## config.mk

```make
export PLATFORM = sky130hd
export DESIGN_NAME = mem_port_arbiter
export DESIGN_NICKNAME = d
export VERILOG_FILES = /design/src/rtl/mem_port_arbiter_pkg.sv /design/src/rtl/mem_lane_align.sv /design/src/rtl/mem_port_arbiter.sv
export SDC_FILE = /design/constraint.sdc
export NUM_CORES = 1
export LEC_CHECK = 0
export CELL_PAD_IN_SITES_DETAIL_PLACEMENT = 1
export CELL_PAD_IN_SITES_GLOBAL_PLACEMENT = 2
export CORE_UTILIZATION = 25
export DETAILED_ROUTE_END_ITERATION = 10
export GPL_TIMING_DRIVEN = 0
export PLACE_DENSITY = 0.88
export SYNTH_ARGS = -nofsm -noshare
export SYNTH_HDL_FRONTEND = slang
export SYNTH_SLANG_ARGS = --single-unit
export TNS_END_PERCENT = 1
```

## constraint.sdc

```tcl
create_clock -name clk -period 2.7 [get_ports clk]
set_clock_uncertainty 0.2 [all_clocks]
set_input_delay 0.54 -clock clk [delete_from_list [all_inputs] [get_ports clk]]
set_output_delay 0.54 -clock clk [all_outputs]
set_load 0.01 [all_outputs]
```

## src/rtl/mem_port_arbiter_pkg.sv

```systemverilog
// Shared types for the fetch / load-store memory port arbiter.
package mem_port_arbiter_pkg;

    typedef enum logic [1:0] {
        IDLE = 2'd0,
        REQ  = 2'd1,
        WAIT = 2'd2,
        ERR  = 2'd3
    } arb_state_t;

    typedef enum logic {
        FETCH = 1'b0,
        DATA  = 1'b1
    } arb_owner_t;

    localparam int BYTE_LANES = 4;

endpackage

```

## src/rtl/mem_lane_align.sv

```systemverilog
// Byte-lane steering between the 32-bit memory bus and byte/word data accesses.
module mem_lane_align
    import mem_port_arbiter_pkg::*;
#(
    parameter int DATA_W = 32
)(
    input  logic                  i_byte,
    input  logic [1:0]            i_lane,
    input  logic [DATA_W-1:0]     i_wdata,
    input  logic [DATA_W-1:0]     i_rdata,
    output logic [BYTE_LANES-1:0] o_be,
    output logic [DATA_W-1:0]     o_wdata,
    output logic [DATA_W-1:0]     o_rdata
);

    logic [DATA_W-1:0] w_rshift;

    always_comb begin
        w_rshift = i_rdata >> {i_lane, 3'b000};
        if (i_byte) begin
            o_be    = BYTE_LANES'(1) << i_lane;
            o_wdata = {BYTE_LANES{i_wdata[7:0]}};
            o_rdata = {{(DATA_W-8){1'b0}}, w_rshift[7:0]};
        end else begin
            o_be    = '1;
            o_wdata = i_wdata;
            o_rdata = i_rdata;
        end
    end

endmodule

```

## src/rtl/mem_port_arbiter.sv

```systemverilog
// Shares one memory port between instruction fetch and load/store, one transaction in flight.
//
// state | meaning
// IDLE  | no transaction; grants are issued combinationally this cycle
// REQ   | mem_req held with a stable payload until mem_gnt
// WAIT  | waiting for mem_rvalid; response registered to the owner
// ERR   | misaligned word access; error response next cycle, memory untouched
module mem_port_arbiter
    import mem_port_arbiter_pkg::*;
#(
    parameter int ADDR_W     = 32,
    parameter int DATA_W     = 32,
    parameter int MAX_STREAK = 4
)(
    input  logic                  clk,
    input  logic                  rst_n,
    input  logic                  if_req,
    input  logic [ADDR_W-1:0]     if_addr,
    output logic                  if_gnt,
    output logic                  if_rvalid,
    output logic [DATA_W-1:0]     if_rdata,
    input  logic                  d_req,
    input  logic                  d_we,
    input  logic                  d_byte,
    input  logic [ADDR_W-1:0]     d_addr,
    input  logic [DATA_W-1:0]     d_wdata,
    output logic                  d_gnt,
    output logic                  d_rvalid,
    output logic [DATA_W-1:0]     d_rdata,
    output logic                  d_err,
    input  logic                  flush,
    output logic                  mem_req,
    output logic                  mem_we,
    output logic [BYTE_LANES-1:0] mem_be,
    output logic [ADDR_W-1:0]     mem_addr,
    output logic [DATA_W-1:0]     mem_wdata,
    input  logic                  mem_gnt,
    input  logic                  mem_rvalid,
    input  logic [DATA_W-1:0]     mem_rdata
);

    localparam logic [3:0]        STREAK_MAX = 4'(MAX_STREAK);
    localparam logic [ADDR_W-1:0] WORD_MASK  = ~ADDR_W'(3);

    arb_state_t            r_state;
    arb_owner_t            r_owner;
    logic [3:0]            r_streak;
    logic                  r_drop;
    logic                  r_byte;
    logic [1:0]            r_lane;
    logic                  r_if_rvalid;
    logic [DATA_W-1:0]     r_if_rdata;
    logic                  r_d_rvalid;
    logic [DATA_W-1:0]     r_d_rdata;
    logic                  r_d_err;
    logic                  r_mem_req;
    logic                  r_mem_we;
    logic [BYTE_LANES-1:0] r_mem_be;
    logic [ADDR_W-1:0]     r_mem_addr;
    logic [DATA_W-1:0]     r_mem_wdata;

    logic                  w_idle;
    logic                  w_pick_fetch;
    logic                  w_pick_data;
    logic                  w_misalign;
    logic                  w_al_byte;
    logic [1:0]            w_al_lane;
    logic [BYTE_LANES-1:0] w_be;
    logic [DATA_W-1:0]     w_wdata;
    logic [DATA_W-1:0]     w_rdata;

    // Grants are gated by rst_n so nothing is accepted while reset is asserted.
    assign w_idle       = rst_n && (r_state == IDLE);
    assign w_pick_fetch = w_idle && if_req && !flush && (!d_req || r_streak == STREAK_MAX);
    assign w_pick_data  = w_idle && d_req && !w_pick_fetch;
    assign w_misalign   = !d_byte && (d_addr[1:0] != 2'b00);

    // Lane logic sees the live request in IDLE and the latched access afterwards.
    assign w_al_byte = (r_state == IDLE) ? d_byte      : r_byte;
    assign w_al_lane = (r_state == IDLE) ? d_addr[1:0] : r_lane;

    mem_lane_align #(.DATA_W(DATA_W)) u_lane_align (
        .i_byte  (w_al_byte),
        .i_lane  (w_al_lane),
        .i_wdata (d_wdata),
        .i_rdata (mem_rdata),
        .o_be    (w_be),
        .o_wdata (w_wdata),
        .o_rdata (w_rdata)
    );

    always_ff @(posedge clk or negedge rst_n) begin
        if (!rst_n) begin
            r_state     <= IDLE;
            r_owner     <= FETCH;
            r_streak    <= '0;
            r_drop      <= 1'b0;
            r_byte      <= 1'b0;
            r_lane      <= '0;
            r_if_rvalid <= 1'b0;
            r_if_rdata  <= '0;
            r_d_rvalid  <= 1'b0;
            r_d_rdata   <= '0;
            r_d_err     <= 1'b0;
            r_mem_req   <= 1'b0;
            r_mem_we    <= 1'b0;
            r_mem_be    <= '0;
            r_mem_addr  <= '0;
            r_mem_wdata <= '0;
        end else begin
            r_if_rvalid <= 1'b0;
            r_d_rvalid  <= 1'b0;
            r_d_err     <= 1'b0;

            if (!if_req || w_pick_fetch) begin
                r_streak <= '0;
            end else if (w_pick_data && r_streak != STREAK_MAX) begin
                r_streak <= r_streak + 4'd1;
            end

            case (r_state)
                IDLE: begin
                    r_drop <= 1'b0;
                    if (w_pick_fetch) begin
                        r_owner     <= FETCH;
                        r_state     <= REQ;
                        r_mem_req   <= 1'b1;
                        r_mem_we    <= 1'b0;
                        r_mem_be    <= '1;
                        r_mem_addr  <= if_addr & WORD_MASK;
                        r_mem_wdata <= '0;
                    end else if (w_pick_data) begin
                        r_owner <= DATA;
                        r_byte  <= d_byte;
                        r_lane  <= d_addr[1:0];
                        if (w_misalign) begin
                            r_state <= ERR;
                        end else begin
                            r_state     <= REQ;
                            r_mem_req   <= 1'b1;
                            r_mem_we    <= d_we;
                            r_mem_be    <= w_be;
                            r_mem_addr  <= d_addr & WORD_MASK;
                            r_mem_wdata <= w_wdata;
                        end
                    end
                end
                REQ: begin
                    if (r_owner == FETCH && flush) r_drop <= 1'b1;
                    if (mem_gnt) begin
                        r_mem_req <= 1'b0;
                        r_state   <= WAIT;
                    end
                end
                WAIT: begin
                    if (r_owner == FETCH && flush) r_drop <= 1'b1;
                    if (mem_rvalid) begin
                        r_state <= IDLE;
                        if (r_owner == FETCH) begin
                            // A flush landing on the response cycle also kills the fetch.
                            r_if_rvalid <= !(r_drop || flush);
                            r_if_rdata  <= mem_rdata;
                        end else begin
                            r_d_rvalid <= 1'b1;
                            r_d_rdata  <= r_mem_we ? '0 : w_rdata;
                        end
                    end
                end
                ERR: begin
                    r_d_rvalid <= 1'b1;
                    r_d_err    <= 1'b1;
                    r_d_rdata  <= '0;
                    r_state    <= IDLE;
                end
                default: r_state <= IDLE;
            endcase
        end
    end

    assign if_gnt    = w_pick_fetch;
    assign d_gnt     = w_pick_data;
    assign if_rvalid = r_if_rvalid;
    assign if_rdata  = r_if_rdata;
    assign d_rvalid  = r_d_rvalid;
    assign d_rdata   = r_d_rdata;
    assign d_err     = r_d_err;
    assign mem_req   = r_mem_req;
    assign mem_we    = r_mem_we;
    assign mem_be    = r_mem_be;
    assign mem_addr  = r_mem_addr;
    assign mem_wdata = r_mem_wdata;

endmodule

```

# Word level (Yosys, flattened, before mapping)
# Index checks and enable logic that the tools add are counted.
classes:
  n_addsub: 1
  eq_ne: 12
  shift: 2
  mux: 45
  bitwise: 2
  n_reduce_logical: 34
ops:
  columns: ["cell", "n"]
  rows:
  - ["2-to-1 mux 32 bit", 11]
  - ["one-hot mux 32 bit (2 select lines)", 1]
  - ["right shift 32 x 5 -> 8 bit", 1]
  - ["2-to-1 mux 4 bit", 6]
  - ["2-to-1 mux 1 bit", 17]
  - ["AND reduction 3 bit", 5]
  - ["2-to-1 mux 2 bit", 6]
  - ["nonzero test 2 bit", 6]
  - ["logical AND 1 bit", 9]
  - ["!= test 2 bit, second input constant", 4]
  - ["one-hot mux 2 bit (4 select lines)", 1]
  - ["logical NOT 1 bit", 6]
  - ["!= test 3 bit, second input constant", 2]
  - ["one-hot mux 1 bit (2 select lines)", 3]
  - ["adder 4 x 1 -> 4 bit, second input constant", 1]
  - ["== test 2 bit, second input constant", 2]
  - ["== test 4 x 3 -> 1 bit, second input constant", 1]
  - ["!= test 4 x 3 -> 1 bit, second input constant", 1]
  - ["AND reduction 2 bit", 2]
  - ["AND reduction 4 bit", 1]
  - ["left shift 1 x 2 -> 4 bit, first input constant", 1]
  - ["logical OR 1 bit", 3]
  - ["== test 2 x 1 -> 1 bit, second input constant", 1]
  - ["logical NOT 2 bit", 1]
  - ["3 further kinds", 4]
word_totals:
  register_bits: 148
  input_bits: 137
  out_inout_bits: 139
  elab_cells: 112

# Depth between registers and ports, before layout
# Gate-level depths: netlist of the first run.
logic_depth:
  word_depth: 10
  ltp_mapped: 9
  depth_no_buf: 7

# By module
# Synthesis of the first run repeated with hierarchy kept, for this count alone.
hier_totals:
  cells_unflattened: 733
  hier_area_um2: 7066.8
by_module_without_submodules:
  columns: ["mod", "n_inst", "cells_each", "area_each_um2", "seq_area_each_um2"]
  rows:
  - ["mem_port_arbiter", 1, 587, 6182.2, 3653.5]
  - ["mem_lane_align", 1, 146, 884.6, 0.0]

# Least setup slack after synthesis of the first run
# Ideal clock, no wire load.
synth_path:
  kind: "register -> output"
  start: "register r_streak[0]"
  end: "output port if_gnt"
  arrival_ns: 1.465
  required_ns: 1.960
  path_slack_ns: 0.495
  stages_incl_launch_ff: 8
  path_cell_list: "dfrtp_1 -> inv_1 -> ha_1 -> nand3b_4 -> a211o_1 -> buf_6 -> inv_1 -> buf_2"
synth_via:
  elab_chain_cells: 3
synth_rtl:
  columns: ["element", "line", "text"]
  rows:
  - ["start, declared", "mem_port_arbiter.sv:47", "logic [3:0] r_streak;"]
  - ["start signal, assigned", "mem_port_arbiter.sv:118", "r_streak <= r_streak + 4'd1;"]
  - ["== test 4 x 3 -> 1 bit", "mem_port_arbiter.sv:74", "assign w_pick_fetch = w_idle && if_req && !flush && (!d_req || r_streak == STREAK_MAX);"]
  - ["logical OR 1 bit", "mem_port_arbiter.sv:74", null]
  - ["logical AND 1 bit", "mem_port_arbiter.sv:74", null]
  - ["end, declared", "mem_port_arbiter.sv:19", "output logic if_gnt,"]
# Every way passes these cells.

# Worst setup path in the final report of the first run
layout_path:
  start: "register r_streak[0]"
  end: "output port d_gnt"
layout_via:
  elab_chain_cells: 5
layout_rtl:
  columns: ["element", "line", "text"]
  rows:
  - ["== test 4 x 3 -> 1 bit", "mem_port_arbiter.sv:74", null]
  - ["logical OR 1 bit", "mem_port_arbiter.sv:74", null]
  - ["logical AND 1 bit", "mem_port_arbiter.sv:74", null]
  - ["logical NOT 1 bit", "mem_port_arbiter.sv:75", "assign w_pick_data = w_idle && d_req && !w_pick_fetch;"]
  - ["logical AND 1 bit", "mem_port_arbiter.sv:75", null]
  - ["end, declared", "mem_port_arbiter.sv:27", "output logic d_gnt,"]
# Every way passes these cells.

==> flow_metrics.tcl, run 1 <==
set metrics [dict create \
    p_comb_share_pct 46.2 \
    grt_overflow 0 \
    switchingPower_mw 3.995 \
    placeableCoreArea_um2 25110 \
    cp_top_family "buffers and inverters" \
    finalCriticalPeriod_ns 2.639 \
    min_path_type "in2async" \
    grt_pass1_vias 6407 \
    outcome "completed" \
    die_w_um 161.7 \
    finalPower_mw 11.41 \
    max_stage_delay_ns 0.41 \
    cts_buffers 17 \
    fin_nets 1056 \
    fin_crit_sh_pct 97.74 \
    avgSynthCellArea_um2 10.54 \
    crit_fanout 5 \
    fin_ws_ns 0.06114 \
    swShare_pct 35.02 \
    ys_async_sr_fraction_pct 100.0 \
    num_vias 5863 \
    slew_violations 0 \
    maxCapViolations 0 \
    rows 58 \
    path_cells "inv_2, ha_4, nand3b_4, a211o_1, buf_6, nand2_4, inv_1, buf_2" \
    ys_seq_area_share_pct 57.28 \
    final-hold-violation-count 0 \
    fillers 2838 \
    rsz0062_at_grt "yes" \
    initial_utilization_pct 25.40 \
    grt.total_usage_pct 20.25 \
    critPathKind "reg2out" \
    worst_slew_pin_slew_ns 0.7180 \
    dieArea_um2 26160 \
    drt_iter0_drc 232 \
    required_ns 1.96 \
    grt_pass1_wl_um 39450 \
    power_density_nw_per_um2 1096 \
    cts_tree "done" \
    io_buffers 271 \
    pin_count 276 \
    hpwl_um 18630 \
    clk_latency_ns 0.42 \
    place_area_um2 9540 \
    critPathCaptureType "output pin" \
    synth-edff-count 0 \
    fin_area_um2 10410 \
    place_congestion 0.7866 \
    top_layer_used "met4" \
    place_worst_setup_slack_ns -1.111 \
    cts.sinks 146 \
    htree_levels 4 \
    drive_above_1_share_pct 15.35 \
    netlist_instances 605 \
    cts_root_buf "clkbuf_16" \
    startpoint_type "flip-flop" \
    p_int_mw 7.413 \
    synth_flop_cell "dfrtp_1" \
    wl_met2_um 13320 \
    yosysWarnings 0 \
    leakage_nw 4.483 \
    clock_tree.buffer_depth 2 \
    synth_area_leaders "dfrtp_1 57%, mux2_2 7.8%, nand2_1 7.4%" \
    fmax_ghz 0.3790 \
    grt_start_max_net_pins 54 \
    drt-pass1-iter-count 4 \
    ys_types 44 \
    setup_viol 0 \
    ant_nets 0 \
    vias_per_cell 4.664 \
    drc 0 \
    path_clk_slew_ns 0.06 \
    seqPwrFrac_pct 32.9 \
    drt_wl_total_um 26080 \
    wl_met3_um 1114 \
    tns_ns 0 \
    ys_ff_latch 146 \
    netlist.area_leader.share_pct 57.28 \
    die_h_um 161.7 \
    slew_headroom_pct 51.87 \
    yosys.area.top_type "dfrtp_1" \
    slowest_stage "dfrtp_1" \
    post_drt_wl_per_cell_um 20.75 \
    synth_area_um2 6379 \
    met1Wirelength_um 11030 \
    cp.arrival_ns 1.90 \
    power.clock.fraction_pct 20.9 \
    antenna_found_initial 0 \
    vdd.ir_drop.worst_mv 0.3630 \
    syn_to_final_growth_pct 63.12 \
    crit_buf_inv 4 \
]
repair_timing:
action                     CTS  global route
gates cloned                 2             0
resized for setup           21             8
hold buffers                 4             0
pin swaps                    2             1
setup buffers                8             3
hold endpoints to repair    53             0
setup endpoints to repair    2             7
cells in the final DEF (no fill, tap or decap), drive strengths merged, types with 2 or more instances in the layout:
cell type	instances
nor2	39
o211ai	2
a32oi	2
buf	47
conb	2
nor3	2
o22ai	10
clkinvlp	3
bufinv	2
nand3	7
a21oi	18
xor2	2
nand2	125
clkdlybuf4s50	267
bufbuf	2
inv	12
mux2	44
nor2b	6
a211o	2
and2	2
ha	6
dfrtp	146
o21ai	45
and3	2
mux2i	4
diode	2
clkinv	6
a22o	24
a31oi	52
clkbuf	30
nand2b	3
cell type report:
| cell class | instances | area (µm²) | share of cell area [%] |
|---|---|---|---|
| Clock inverter | 12 | 132.6 | 1.275 |
| Clock buffer | 19 | 452.9 | 4.353 |
| Sequential cell | 146 | 3654 | 35.11 |
| Timing Repair Buffer | 289 | 2975 | 28.60 |
| Inverter | 11 | 43.79 | 0.4209 |
| Antenna cell | 2 | 5.005 | 0.04810 |
| Tap cell | 330 | 412.9 | 3.968 |
| Multi-Input combinational cell | 408 | 2515 | 24.17 |
| Buffer | 40 | 214.0 | 2.056 |
worst min-delay path, cell delays in order:
cell,delay (ns)
buf_12,0.11
buf_16,0.11
buf_16,0.25
routing by layer:
metal,global-route usage [%],vias to the layer above
li1,-,2744
met3,4.009,37
met5,0,-
met2,35.31,139
met4,7.547,0
met1,24.66,2943
Yosys cell counts (7+ instances only):
cell type,n
mux2_2,44
a21oi_1,18
a31oi_1,52
dfrtp_1,146
inv_1,11
nand3_1,7
o21ai_1,9
nor2_1,38
a22o_1,24
o21ai_0,35
nand2_1,125
buf_2,23
clkbuf_1,11
o22ai_1,9
flip-flops by register name (all words and copies together), names as in the netlist, 2 cells and up:
register   flops
d_rdata       32
mem_wdata     32
r_state        2
mem_addr      30
r_streak       4
mem_be         4
if_rdata      32
r_lane         2
metrics by stage:
stage                     util (%)  hold WS, ns  instances
after global placement       37.87       0.2394       1207
final                        41.44     0.004431       1257
after floorplan                  -      0.04441        606
after CTS                    41.26      0.01315       1253
after global routing         41.42      0.01315       1255
after detailed placement     38.00       0.2481       1208
kinds of logic (layout without fill, tap and decap cells):
logic type	Yosys count	after routing	share of synthesized area, %
flops	146	146	57.28
simple gates	188	188	12.24
mux	48	48	8.592
buf+inv	52	371	3.982
other cells	1	4	0.05879
fa+ha+maj	6	6	1.177
compound gates	161	161	16.26
xor+xnor	3	3	0.4120
power groups by stage:
stage,sequential [mW],clock (mW),combinational (mW)
after floorplan,4.14,0,1.78
after global placement,3.73,0,5.06
after detailed placement,3.76,0,5.14
after CTS,3.75,2.45,5.28
after global routing,3.88,2.52,5.66
final,3.76,2.38,5.27
path summary, 6_finish.rpt:
path	startpoint	to	slack (ns)	depth (start not counted)
max reg2reg	r_state[0]	d_rdata[28]	0.18	9
max	r_streak[0]	d_gnt	0.06	8
min reg2reg	r_drop	if_rvalid	0.26	1
min	rst_n	if_rdata[20]	0.004	3
min in group clk	r_drop	if_rvalid	0.26	1
max in group asynchronous	rst_n	mem_addr[31]	1.49	4
(Power assumes the default switching activity.)
==> run 2: changes to the inputs <==
Settings changed: CTS_CLUSTER_SIZE from default to 10.
==> results of run 2 <==
Same layout as run 1: the final DEF is identical, and so are final timing and power.
==> edit, RTL diff (flow settings as in run 2) <==
Put one more register stage on the output `d_err`, without a reset. The value now appears one clock later. The other outputs are not delayed to match.
--- a/src/rtl/mem_port_arbiter.sv
+++ b/src/rtl/mem_port_arbiter.sv
@@ -183,7 +183,9 @@
     assign if_rdata  = r_if_rdata;
     assign d_rvalid  = r_d_rvalid;
     assign d_rdata   = r_d_rdata;
-    assign d_err     = r_d_err;
+    always_ff @(posedge clk) begin
+        d_err <= r_d_err;
+    end
     assign mem_req   = r_mem_req;
     assign mem_we    = r_mem_we;
     assign mem_be    = r_mem_be;
Formal check against the unedited RTL: not equivalent (a bounded check fails within 4 cycles, from zero or initial values and one cycle with rst_n low).
==> edit against run 2 <==
Synthesized area increased by 0.31%; worst setup slack improved by 0.014 ns; critical endpoint is now if_gnt; final cell count increased by 0.24%; final area increased by 0.76%; critical path depth decreased by 1; total power increased by 2.0%; sequential cell count increased by 1; sequential share of layout area decreased by 0.073 points; wire length decreased by 0.45%; non-clock buffer count increased by 3; register-to-register slack improved by 0.02 ns.
==> edit: results (changes against run 2) <==
| Metric | Value |
|---|---|
| Status | `finished, final reports clean` |
| Hold Path Class | `in -> async` |
| DR iter-0 viols | `239 (+3.0%)` |
| M2 GR Usage | `0.341 (-0.0122)` |
| Arr. time, crit path | `1.89 ns` |
| Worst Setup SP | `r_streak[0]` |
| Routed WL | `26000 µm (-0.45%)` |
| Dpl cell area | `0.00956 mm² (+0.21%)` |
| Top cells by area, synth | `dfrtp_1 (57%), mux2_2 (7.7%), nand2_1 (7.3%), a31oi_1 (5.1%), a22o_1 (3.3%)` |
| Crit Path Max Fanout | `5 (unchanged)` |
| CTS Buf Count | `17 (unchanged)` |
| Post-DP HPWL | `18400 µm (-1.1%)` |
| Share of cells above drive strength 1 | `0.152 (-0.00157)` |
| Clock slew at reported path FFs | `0.06 ns (about the same)` |
| Synth cell types | `45 (+2.3%)` |
| Met3 GRT Util | `0.0363 (-0.00383)` |
| Initial antenna violation count | `1 (+1)` |
| Seq/Total Area, Yosys | `0.574 (+0.00134)` |
| Gr usage total | `0.203 (+0.000271)` |
| First-pass GRT wire length | `39700 µm (+0.61%)` |
| H-tree depth | `4 (unchanged)` |
| Leak pwr | `4.52 nW (+0.87%)` |
| Final setup violation count | `0 (unchanged)` |
| Clock Latency Late Sink | `0.42 ns (about the same)` |
| Gpl congestion | `0.790 (+0.42%)` |
| Worst slew pin tran | `0.994 ns (+0.276 ns)` |
| Synth Warn # | `0 (unchanged)` |
| Ys async rst share | `0.993 (-0.00680)` |
| M1 GR Usage | `0.264 (+0.0174)` |
| Largest net degree at the start of global routing | `60 (+11%)` |
| Commonest cells in the netlist | `dfrtp_1 (146), nand2_1 (125), a31oi_1 (52)` |
| Worst r2r src | `r_state[0]` |
| Final nets | `1060 (+0.38%)` |
| DR pass1 iterations | `4 (unchanged)` |
| Pre-CTS worst setup slack | `-1.14 ns (-0.0295 ns)` |
| Vias | `5946 (+1.4%)` |
| Root Driver | `clkbuf_16` |
| Port Buffer Count | `271 (unchanged)` |
| Max Buffers Root-to-Sink | `2 (unchanged)` |
| Maximum vdd drop | `368 µV (+1.3%)` |
| Vias in the first global route | `6441 (+0.53%)` |
-- edit: cell types whose count changed after synthesis --
cell	delta
dfxtp_1	+1
-- edit: layout make-up --
| cell class | count | area (µm²) |
|---|---|---|
| Clock inverter | 9 | 180 |
| Clock buffer | 21 | 450 |
| Fill cell | 2829 | 14600 |
| Tap cell | 330 | 413 |
| Sequential cell | 147 | 3670 |
| Timing Repair Buffer | 292 | 2990 |
| Inverter | 11 | 43.8 |
| Buffer | 40 | 218 |
| Antenna cell | 2 | 5.00 |
| Multi-Input combinational cell | 408 | 2510 |
-- edit: worst paths after layout --
kind,end,slack (ns),cells after the start
max,if_gnt,0.07,7
min,if_rdata[4],0.02,3
max reg2reg,d_rdata[12],0.20,9
min reg2reg,d_err,0.15,0
max in group asynchronous,r_streak[3],0.89,3
min in group clk,d_err,0.15,0
-- edit: metrics by stage --
step           utilization  hold slack [ns]  std cells
5_1_grt              0.417           0.0109       1259
4_1_cts              0.417          0.00476       1256
6_report             0.418           0.0178       1260
3_3_place_gp         0.379            0.126       1208
2_1_floorplan            -           0.0444        607
3_5_place_dp         0.381            0.139       1209
-- edit: worst max-delay path, cell delays in order (launching register included) --
cell,delay (ns)
dfrtp_1,0.39
inv_2,0.09
ha_4,0.15
nand3b_4,0.10
a211o_4,0.39
buf_8,0.14
inv_4,0.10
buf_6,0.11
-- edit: cells by family (layout without fill, tap and decap cells) --
logic type                 after synthesis  in the layout  synth area share
buffers and inverters                   52            373            0.0397
AOI/OAI and AO/OA                      161            161             0.162
DFF                                    147            147             0.574
xor gates and xnor gates                 3              3           0.00411
and+or+nand+nor                        188            188             0.122
other                                    1              4          0.000586
adders and majority gates                6              6            0.0117
muxes                                   48             48            0.0856
-- edit: what timing repair did --
action,4_1_cts,5_1_grt
hold buffers,3,0
buffers inserted,12,3
endpoints found under the setup margin,2,2
pin swaps,2,2
hold endpoints to repair,59,0
gates resized for setup,26,4
cloned,2,0
-- edit: layer usage --
metal	wire (µm)	vias up
met5	0	-
met1	11300	3025
met3	990	26
met2	13200	156
met4	463	0
li1	-	2739
-- edit: where the power goes --
group          switching [mW]  internal [mW]  leakage, nW
clock network           0.950           1.66        0.303
logic                    2.44           2.82         2.36
registers               0.573           3.19         1.86
